## config.mk

```make
export PLATFORM = sky130hd
export DESIGN_NAME = oam_dma_sequencer
export DESIGN_NICKNAME = d
export VERILOG_FILES = /design/src/rtl/oam_dma_sequencer.sv
export SDC_FILE = /design/constraint.sdc
export NUM_CORES = 1
export LEC_CHECK = 0
export BUFFER_PORTS_ARGS = -buffer_cell sky130_fd_sc_hd__clkbuf_2
export CORE_AREA = 2 2 101 103
export CTS_CLUSTER_DIAMETER = 120
export DETAILED_ROUTE_END_ITERATION = 10
export DIE_AREA = 0 0 103 105
export SYNTH_ARGS = -nofsm -noshare
export SYNTH_HDL_FRONTEND = slang
export SYNTH_SLANG_ARGS = --single-unit
```

## constraint.sdc

```tcl
create_clock -name CLK -period 2 [get_ports CLK]
set_input_delay 0 -clock CLK [delete_from_list [all_inputs] [get_ports CLK]]
set_output_delay 0 -clock CLK [all_outputs]
set_load 0.05 [all_outputs]
```

## src/rtl/oam_dma_sequencer.sv

```systemverilog
// Sprite DMA sequencer: on a CPU write to the DMA register it halts the CPU and
// copies one 256-byte page into PPU OAM as get/put-aligned read/write pairs.
module oam_dma_sequencer #(
    parameter logic [15:0] DMA_REG_ADDR = 16'h4014,
    parameter int unsigned XFER_LEN     = 256
) (
    input  logic        CLK,
    input  logic        RESET_n,
    input  logic        ENABLE,
    input  logic [15:0] CPU_ADDR,
    input  logic [7:0]  CPU_DATA_OUT,
    input  logic        CPU_RW_n,
    input  logic [7:0]  RD_DATA,
    input  logic [7:0]  OAM_BASE,
    output logic        CPU_RDY,
    output logic        BUS_OWN,
    output logic [15:0] DMA_ADDR,
    output logic        DMA_RDEN,
    output logic        OAM_WREN,
    output logic [7:0]  OAM_ADDR,
    output logic [7:0]  OAM_WDATA,
    output logic        BUSY
);

    localparam int unsigned IDX_W = 8;
    localparam logic [IDX_W-1:0] LAST_IDX = IDX_W'(XFER_LEN - 1);

    typedef enum logic [2:0] {
        S_IDLE,
        S_HALT,
        S_ALIGN,
        S_READ,
        S_WRITE,
        S_DONE
    } state_t;

    state_t            state_q, state_d;
    logic              parity_q;
    logic [7:0]        page_q, page_d;
    logic [7:0]        base_q, base_d;
    logic [IDX_W-1:0]  idx_q, idx_d;
    logic [15:0]       dma_addr_q, dma_addr_d;
    logic [7:0]        oam_addr_q, oam_addr_d;
    logic [7:0]        oam_wdata_q, oam_wdata_d;
    logic              cpu_rdy_q, cpu_rdy_d;
    logic              bus_own_q, bus_own_d;
    logic              busy_q, busy_d;
    logic              rden_q, rden_d;
    logic              wren_q, wren_d;

    // Next-state, datapath and next-output decode
    always_comb begin
        state_d     = state_q;
        page_d      = page_q;
        base_d      = base_q;
        idx_d       = idx_q;
        dma_addr_d  = dma_addr_q;
        oam_addr_d  = oam_addr_q;
        oam_wdata_d = oam_wdata_q;

        case (state_q)
            S_IDLE: begin
                if (!CPU_RW_n && (CPU_ADDR == DMA_REG_ADDR)) begin
                    state_d = S_HALT;
                    page_d  = CPU_DATA_OUT;
                    base_d  = OAM_BASE;
                    idx_d   = '0;
                end
            end
            S_HALT: begin
                // CPU only halts on a read; the following cycle must be a get to start reading
                if (CPU_RW_n) begin
                    state_d = parity_q ? S_READ : S_ALIGN;
                end
            end
            S_ALIGN: state_d = S_READ;
            S_READ: begin
                state_d     = S_WRITE;
                oam_wdata_d = RD_DATA;
                oam_addr_d  = base_q + idx_q;
            end
            S_WRITE: begin
                if (idx_q == LAST_IDX) begin
                    state_d = S_DONE;
                end else begin
                    idx_d   = idx_q + IDX_W'(1);
                    state_d = S_READ;
                end
            end
            S_DONE:  state_d = S_IDLE;
            default: state_d = S_IDLE;
        endcase

        if (state_d == S_READ) begin
            dma_addr_d = {page_d, idx_d};
        end

        busy_d    = (state_d == S_HALT) || (state_d == S_ALIGN) ||
                    (state_d == S_READ) || (state_d == S_WRITE);
        bus_own_d = (state_d == S_ALIGN) || (state_d == S_READ) || (state_d == S_WRITE);
        cpu_rdy_d = !busy_d;
        rden_d    = (state_d == S_READ);
        wren_d    = (state_d == S_WRITE);
    end

    // State, parity and registered outputs; everything freezes while ENABLE is low
    always_ff @(posedge CLK or negedge RESET_n) begin
        if (!RESET_n) begin
            state_q     <= S_IDLE;
            parity_q    <= 1'b0;
            page_q      <= '0;
            base_q      <= '0;
            idx_q       <= '0;
            dma_addr_q  <= '0;
            oam_addr_q  <= '0;
            oam_wdata_q <= '0;
            cpu_rdy_q   <= 1'b1;
            bus_own_q   <= 1'b0;
            busy_q      <= 1'b0;
            rden_q      <= 1'b0;
            wren_q      <= 1'b0;
        end else if (ENABLE) begin
            state_q     <= state_d;
            parity_q    <= ~parity_q;
            page_q      <= page_d;
            base_q      <= base_d;
            idx_q       <= idx_d;
            dma_addr_q  <= dma_addr_d;
            oam_addr_q  <= oam_addr_d;
            oam_wdata_q <= oam_wdata_d;
            cpu_rdy_q   <= cpu_rdy_d;
            bus_own_q   <= bus_own_d;
            busy_q      <= busy_d;
            rden_q      <= rden_d;
            wren_q      <= wren_d;
        end
    end

    assign CPU_RDY   = cpu_rdy_q;
    assign BUS_OWN   = bus_own_q;
    assign BUSY      = busy_q;
    assign DMA_ADDR  = dma_addr_q;
    assign OAM_ADDR  = oam_addr_q;
    assign OAM_WDATA = oam_wdata_q;
    // Strobes are masked by the clock enable so a stalled cycle never reads or writes
    assign DMA_RDEN  = rden_q & ENABLE;
    assign OAM_WREN  = wren_q & ENABLE;

endmodule

```

* Yosys cells after proc, flatten, opt, wreduce, memory -nomap -nowiden
Index checks and enable logic that the tools add are counted.
** Cells by class
- Bitwise gates (word level) :: 3
- Eq/ne operators :: 10
- Mux-type cells :: 10
- Reductions and logical operators :: 12
- Add/sub/neg operators :: 2
** Operators with widths (number)
- $mux 8 :: 4
- $eq 16x15->1 const B :: 1
- $pmux 8 s2 :: 1
- $pmux 3 s5 :: 1
- $eq 3x2->1 const B :: 4
- $mux 3 :: 3
- $add 8x1->8 const B :: 1
- $add 8x8->8 :: 1
- $eq 8x8->1 const B :: 1
- $eq 3x1->1 const B :: 2
- $eq 3x3->1 const B :: 2
- $logic_or 1x1->1 :: 5
- $reduce_and 2->1 :: 2
- $logic_not 3->1 :: 1
- $reduce_and 3->1 :: 1
- $and 1x1->1 :: 2
- $logic_not 1->1 :: 2
- $logic_and 1x1->1 :: 1
- $mux 1 :: 1
- $not 1->1 :: 1
** Word-level totals
- Flip-flop bits (word level) :: 65
- Output and inout port bits :: 37

* Depth between registers and ports, before layout
Gate-level depths: netlist (run 1).
- Word-level depth :: 9
- Depth in mapped cells :: 8
- Gate-level depth less buffers :: 8

* Least setup slack after synthesis (run 1)
OpenSTA, ideal clock, no wires.
- Path type :: register to register
- From :: reg state_q[1]
- To :: reg dma_addr_q[10] (netlist: DMA_ADDR[10])
- Required time :: 1.875 ns
- Setup slack :: 0.053 ns
- Arrival time :: 1.822 ns
- Clock period less this slack :: 1.947 ns
- Setup time :: 0.125 ns
- Stages on the path, launching flop included :: 8
- Cells stage by stage :: dfrtp_1 > buf_4 > nor3_1 > nand3_1 > nor2_4 > buf_4 > mux2_2 > mux2_4
** On the way
- Longest elaborated chain between the ends :: 4
** Ends and longest elaborated chain
- start: declaration :: line 37 : state_t state_q, state_d;
- start signal: assignment :: line 123 : state_q <= state_d;
- $eq 3x3->1 (tied with other cells) :: line 61 : case (state_q)
- $pmux 3 s5 :: line 61
- $eq 3x2->1 :: line 94 : if (state_d == S_READ) begin
- $reduce_and 2->1 (no line)
- end signal: assignment :: line 128 : dma_addr_q <= dma_addr_d;
- end: declaration :: line 42 : logic [15:0] dma_addr_q, dma_addr_d;
Several ways; a longest one is shown, not always the timed one.
A chain may end at the register's enable or synchronous reset.

* Worst setup path after layout (run 1)
- From :: reg state_q[2]
- To :: reg dma_addr_q[15] (netlist: DMA_ADDR[15])
The elaborated chain is that of the path after synthesis.

==> flow_metrics.tcl, run 1 <==
set metrics [dict create \
    power_leakage_nw 2.310 \
    arrival_ps 2170 \
    worstMarginPinSlew_ps 537.3 \
    startpoint_type "flop" \
    yosys_warnings 0 \
    synth_ff_type "dfrtp_1" \
    wl_met2_um 3825 \
    synthAdderAreaFrac_pct 3.575 \
    mostFrequentLayoutCells "79 x clkbuf_2, 62 x dfrtp_1, 44 x mux2_2, 29 x buf_4, 25 x dlygate4sd3_1" \
    viasPerCell 4.797 \
    final_hold_viol_count 0 \
    wirelength_um 7876 \
    critPathKind "reg -> reg" \
    h-tree-depth 3 \
    diodes 0 \
    core_area_mm2 0.009639 \
    grt_pass1_vias 2687 \
    clk_pin_slew_ps 70 \
    setup_viol 0 \
    synthCells 286 \
    fmax_mhz 512.1 \
    drcViolationCount 0 \
    cp-end-kind "flop" \
    r2r_start "state_q[2]$_DFFE_PN0P_" \
    place.gp.congestion 0.8254 \
    required_ps 2220 \
    placed_area_mm2 0.004055 \
    fin_util_pct 48.22 \
    ys_types 59 \
    die_w_um 103 \
    nets 472 \
    antenna_left 0 \
    vias 2672 \
    min_period_over_period_pct 97.64 \
    maxSlewViolCount 0 \
    die_h_um 105 \
    cp-startpoint "state_q[2]$_DFFE_PN0P_" \
    synth_edf_count 0 \
    synthArstFlopShare_pct 100.0 \
    dp_worst_setup_slack_ps 49.66 \
    design_area_mm2 0.004648 \
    powerDensity_mw_per_mm2 1214 \
    synth_area_per_cell_um2 11.75 \
    wl_per_cell_um 14.14 \
    critPathMaxFanout 9 \
    wl_met1_um 3504 \
    root_buffer "clkbuf_8" \
    clk_path_buf_depth 2 \
    dr.pass1.iters 4 \
    top_layer "met4" \
    layout-drive-gt1-share_pct 47.17 \
    wl_met3_um 382 \
    die_area_mm2 0.01082 \
    outcome "completed" \
    holdCritPathClass "in -> reg" \
    synthMuxAreaShare_pct 19.40 \
    antenna_found_initial 0 \
    drv_cap 0 \
    synth_xor_area_share_pct 1.564 \
    synth.cell_area_mm2 0.003359 \
    num_rows 36 \
    min_from "ENABLE" \
    post-route-min-period_ps 1953 \
    initial_core_util_pct 34.85 \
    tritoncts "built" \
    dp_hpwl_um 5610 \
    ys_seq_elements 65 \
    grt_max_degree 42 \
    cts_num_sinks 65 \
    ir_drop_mv 0.8578 \
    mostFrequentLayoutCell "clkbuf_2" \
    ios 81 \
    cts_made_buffers 9 \
    clkLatencyLatePin_ps 340 \
    grtUsageTotal_pct 15.04 \
    grt_pass1_wl_um 12790 \
    drt-initial-drc-count 149 \
    tns_ps 0 \
    yosys.area_share.simple_pct 12.33 \
    synth_nets 339 \
    yosysSeqAreaShare_pct 48.45 \
    worst_slack_ps 47.26 \
    grt_overflow 0 \
    synth_top_family_by_area "multiplexers" \
    port_buffers 80 \
    area.growth.synth_to_final_pct 38.36 \
    fin_skew_ps 10.09 \
    synth-compound-area-share_pct 10.69 \
    relSlewSlack_pct 64.18 \
]
## kinds of logic after synthesis
group                    count (synthesis)
buffers and inverters                   26
adder cells (fa/ha/maj)                  9
AO/OA/AOI/OAI                           52
multiplexers                            55
AND/OR/NAND/NOR                         73
flip-flops                              65
XOR/XNOR                                 6
## Yosys cell counts (5+ instances only)
| cell | instances | share of area (%) |
|---|---|---|
| nor3_1 | 5 | 0.74 |
| dfrtp_1 | 64 | 48 |
| nand3_1 | 8 | 1.2 |
| ha_1 | 8 | 3.0 |
| o21ai_0 | 16 | 2.4 |
| nor2_1 | 10 | 1.1 |
| a21oi_1 | 6 | 0.89 |
| clkbuf_1 | 6 | 0.67 |
| inv_1 | 10 | 1.1 |
| buf_2 | 5 | 0.74 |
| mux2_4 | 9 | 4.0 |
| nand2_1 | 18 | 2.0 |
| mux2_2 | 44 | 15 |
## sequential cells by signal (all words and copies together) (netlist names), 3 cells and up
signal and count:
OAM_WDATA 8, DMA_ADDR 16, OAM_ADDR 8, page_q 8, base_q 8, state_q 3, idx_q 8
## metal layers
layer / vias up / global-route usage (%)
met5: - / 0
met4: 0 / 5.733
met3: 12 / 3.545
met2: 68 / 23.89
met1: 1289 / 19.70
li1: 1303 / -
## power by group
group | leakage [nW] | switching, W | internal (W)
registers | 0.847 | 0.000224 | 0.00166
clock network | 0.113 | 0.000494 | 0.000734
logic | 1.35 | 0.00161 | 0.000922
total | 2.31 | 0.00233 | 0.00331
## stage by stage
step	hold slack [ps]	std cells	power (W)
after floorplan	-295.6	286	0.003584
after global placement	17.96	508	0.004223
after detailed placement	20.54	508	0.004250
after CTS	60.48	549	0.005542
after global routing	116.3	557	0.005995
final	79.31	557	0.005643
## final cells by class
cell class	instances	area [um2]
fill	927	4991
multi-input combinational	195	1640
sequential	65	1630
timing repair buffer	138	953.4
tap	133	166.4
clock buffer	11	141.4
clock inverter	5	78.83
inverter	10	37.54
## what timing repair did
item	4_1_cts	5_1_grt
hold endpoints to repair	89	0
resized for setup	0	15
setup buffers	0	7
hold buffers	25	0
endpoints found under the setup margin	0	21
## worst max-delay path, cell delays in order, from the launching register on
cell and delay (ps):
dfrtp_2 470, or3b_4 410, a21boi_2 170, o21ai_2 110
o211ai_4 170, clkbuf_16 210, mux2_4 290
## final timing paths
path	end	slack, ps	cells after the start
max	DMA_ADDR[15]$_DFFE_PN0P_	50	6
min	wren_q$_DFFE_PN0P_	80	2
max reg2reg	DMA_ADDR[15]$_DFFE_PN0P_	50	6
min reg2reg	OAM_ADDR[3]$_DFFE_PN0P_	480	2
max in group asynchronous	base_q[5]$_DFFE_PN0P_	1340	3
min in group asynchronous	page_q[2]$_DFFE_PN0P_	190	3
(Power assumes the default switching activity.)
==> run 2: changes to the inputs <==
CTS_BUF_LIST = sky130_fd_sc_hd__clkbuf_4   (was not set)
==> run 2 against run 1 <==
Hold slack gained 33 ps. Power shrank 4.1%. Clock power shrank 20%. Critical endpoint unchanged. Routed wire length is essentially flat. Final cell count grew 0.18%. Utilization shrank 0.40 points. Clock-buffer cell count shrank 1.
==> flow_metrics.tcl, run 2 (synthesis results as in run 1) <==
set metrics [dict create \
    worstMarginPinSlew_ps 540.7 \
    post-route-min-period_ps 1948 \
    wl_per_cell_um 14.12 \
    crit_family "flip-flops" \
    clkLatencyLatePin_ps 400 \
    port_buffers 80 \
    reg2reg_to "DMA_ADDR[15]$_DFFE_PN0P_" \
    clk_path_buf_depth 2 \
    cts_made_buffers 9 \
    cp_num_buf_inv 1 \
    grt_max_degree 42 \
    powerDensity_mw_per_mm2 1173 \
    wl_met3_um 365 \
    largest_reg_flops 16 \
    critPathKind "reg -> reg" \
    cts_num_sinks 65 \
    design_area_mm2 0.004609 \
    ir_drop_mv 0.7135 \
    placed_area_mm2 0.004055 \
    vias 2654 \
    rrSetupSlack_ps 50 \
    slowest_delay_ps 470 \
    num_rows 36 \
    p_total_w 0.005409 \
    holdCritPathClass "in -> async" \
    final_hold_viol_count 0 \
    drt-initial-drc-count 165 \
    antenna_found_initial 0 \
    grt_overflow 0 \
    wl_met1_um 3558 \
    clk_pin_slew_ps 120 \
    core_area_mm2 0.009639 \
    antenna_left 0 \
    place_inst 508 \
    maxSlewViolCount 0 \
    dp_hpwl_um 5610 \
    wl_met2_um 3791 \
    tritoncts "built" \
    diodes 0 \
    mostFrequentLayoutCell "clkbuf_2" \
    grtUsageTotal_pct 15.01 \
    crit_chain "or3b_4 -> a21boi_2 -> o21ai_2 -> o211ai_4 -> clkbuf_16 -> mux2_4" \
    grt_pass1_vias 2719 \
    mostFrequentLayoutCells "79 x clkbuf_2, 62 x dfrtp_1, 44 x mux2_2, 29 x buf_4, 26 x dlygate4sd3_1" \
    cpMaxStageDelayCell "dfrtp_2" \
    root_buffer "clkbuf_4" \
    wirelength_um 7877 \
    die_w_um 103 \
    place.gp.congestion 0.8254 \
    die_h_um 105 \
    nets 473 \
    cp.depth 6 \
    area.growth.synth_to_final_pct 37.21 \
    setup_viol 0 \
    startpoint_type "flop" \
    layout-drive-gt1-share_pct 47.06 \
    nFillCells 934 \
    relSlewSlack_pct 63.95 \
    final-instance-count-excl-fill 558 \
    cp-end-kind "flop" \
    initial_core_util_pct 34.85 \
    grt_pass1_wl_um 12850 \
    dr.pass1.iters 4 \
    fin_util_pct 47.82 \
    outcome "completed" \
    ios 81 \
    required_ps 2290 \
    r2r_start "state_q[2]$_DFFE_PN0P_" \
    arrival_ps 2240 \
    fmax_mhz 513.5 \
    critPathMaxFanout 7 \
    h-tree-depth 3 \
    top_layer "met4" \
    min_period_over_period_pct 97.38 \
    power_leakage_nw 2.292 \
    fin_skew_ps 15.94 \
    viasPerCell 4.756 \
    reg2regPathDepth 6 \
    drcViolationCount 0 \
    die_area_mm2 0.01082 \
    drv_cap 0 \
]
## run 2: changes by cell type in the layout (fill, tap and decap cells not counted), sizes merged
cell and change:
clkbuf -1, clkinv +1, dlygate4sd3 +1
## run 2: how the worst max path moves through the flow
stage / from / to / slack [ps]
4_1_cts: state_q[1]$_DFFE_PN0P_ / DMA_ADDR[14]$_DFFE_PN0P_ / 40
3_3_place_gp: state_q[1]$_DFFE_PN0P_ / DMA_ADDR[15]$_DFFE_PN0P_ / 80
2_1_floorplan: state_q[1]$_DFFE_PN0P_ / DMA_ADDR[10]$_DFFE_PN0P_ / 50
6_report: state_q[2]$_DFFE_PN0P_ / DMA_ADDR[15]$_DFFE_PN0P_ / 50
3_5_place_dp: state_q[1]$_DFFE_PN0P_ / DMA_ADDR[14]$_DFFE_PN0P_ / 50
5_1_grt: idx_q[2]$_DFFE_PN0P_ / CPU_RDY$_DFFE_PN1P_ / -10
## run 2: repair_timing
item	CTS	global route
endpoints found under the hold margin	98	0
hold buffers	26	0
resized for setup	0	17
endpoints found under the setup margin	0	22
setup buffers	0	7
## run 2: layer usage
metal | global-route usage [%] | up-vias
met5 | 0 | -
met4 | 5.451 | 0
met3 | 2.876 | 13
met2 | 23.98 | 67
met1 | 20.09 | 1269
li1 | - | 1305
## run 2: final cells by class
cell class                      instances  area, um2  area share [%]
Clock inverter                          6      82.58           1.792
Timing Repair Buffer                  139      963.4           20.90
Sequential cell                        65       1630           35.37
Clock buffer                           10      75.07           1.629
Multi-Input combinational cell        195       1654           35.88
Inverter                               10      37.54          0.8143
Tap cell                              133      166.4           3.610
## run 2: where the power goes
| part | switching [W] | leakage [nW] | internal (W) |
|---|---|---|---|
| Sequential | 0.000220 | 0.847 | 0.00165 |
| Clock | 0.000472 | 0.0878 | 0.000516 |
| Combinational | 0.00162 | 1.36 | 0.000926 |
| Total | 0.00231 | 2.29 | 0.00310 |
## run 2: worst reg2reg max path, stage by stage (launching register included)
cell and delay [ps]:
dfrtp_2 470, or3b_4 410, a21boi_2 170, o21ai_2 110, o211ai_4 180, clkbuf_16 220
mux2_4 290
## run 2: per-stage QoR
stage | hold slack (ps) | setup TNS [ps] | worst slack [ps]
2_1_floorplan | -295.6 | 0 | 53.19
3_3_place_gp | 17.96 | 0 | 80.90
3_5_place_dp | 20.54 | 0 | 49.66
4_1_cts | 100.1 | 0 | 41.41
5_1_grt | 120.8 | -20.52 | -13.17
6_report | 112.2 | 0 | 52.47
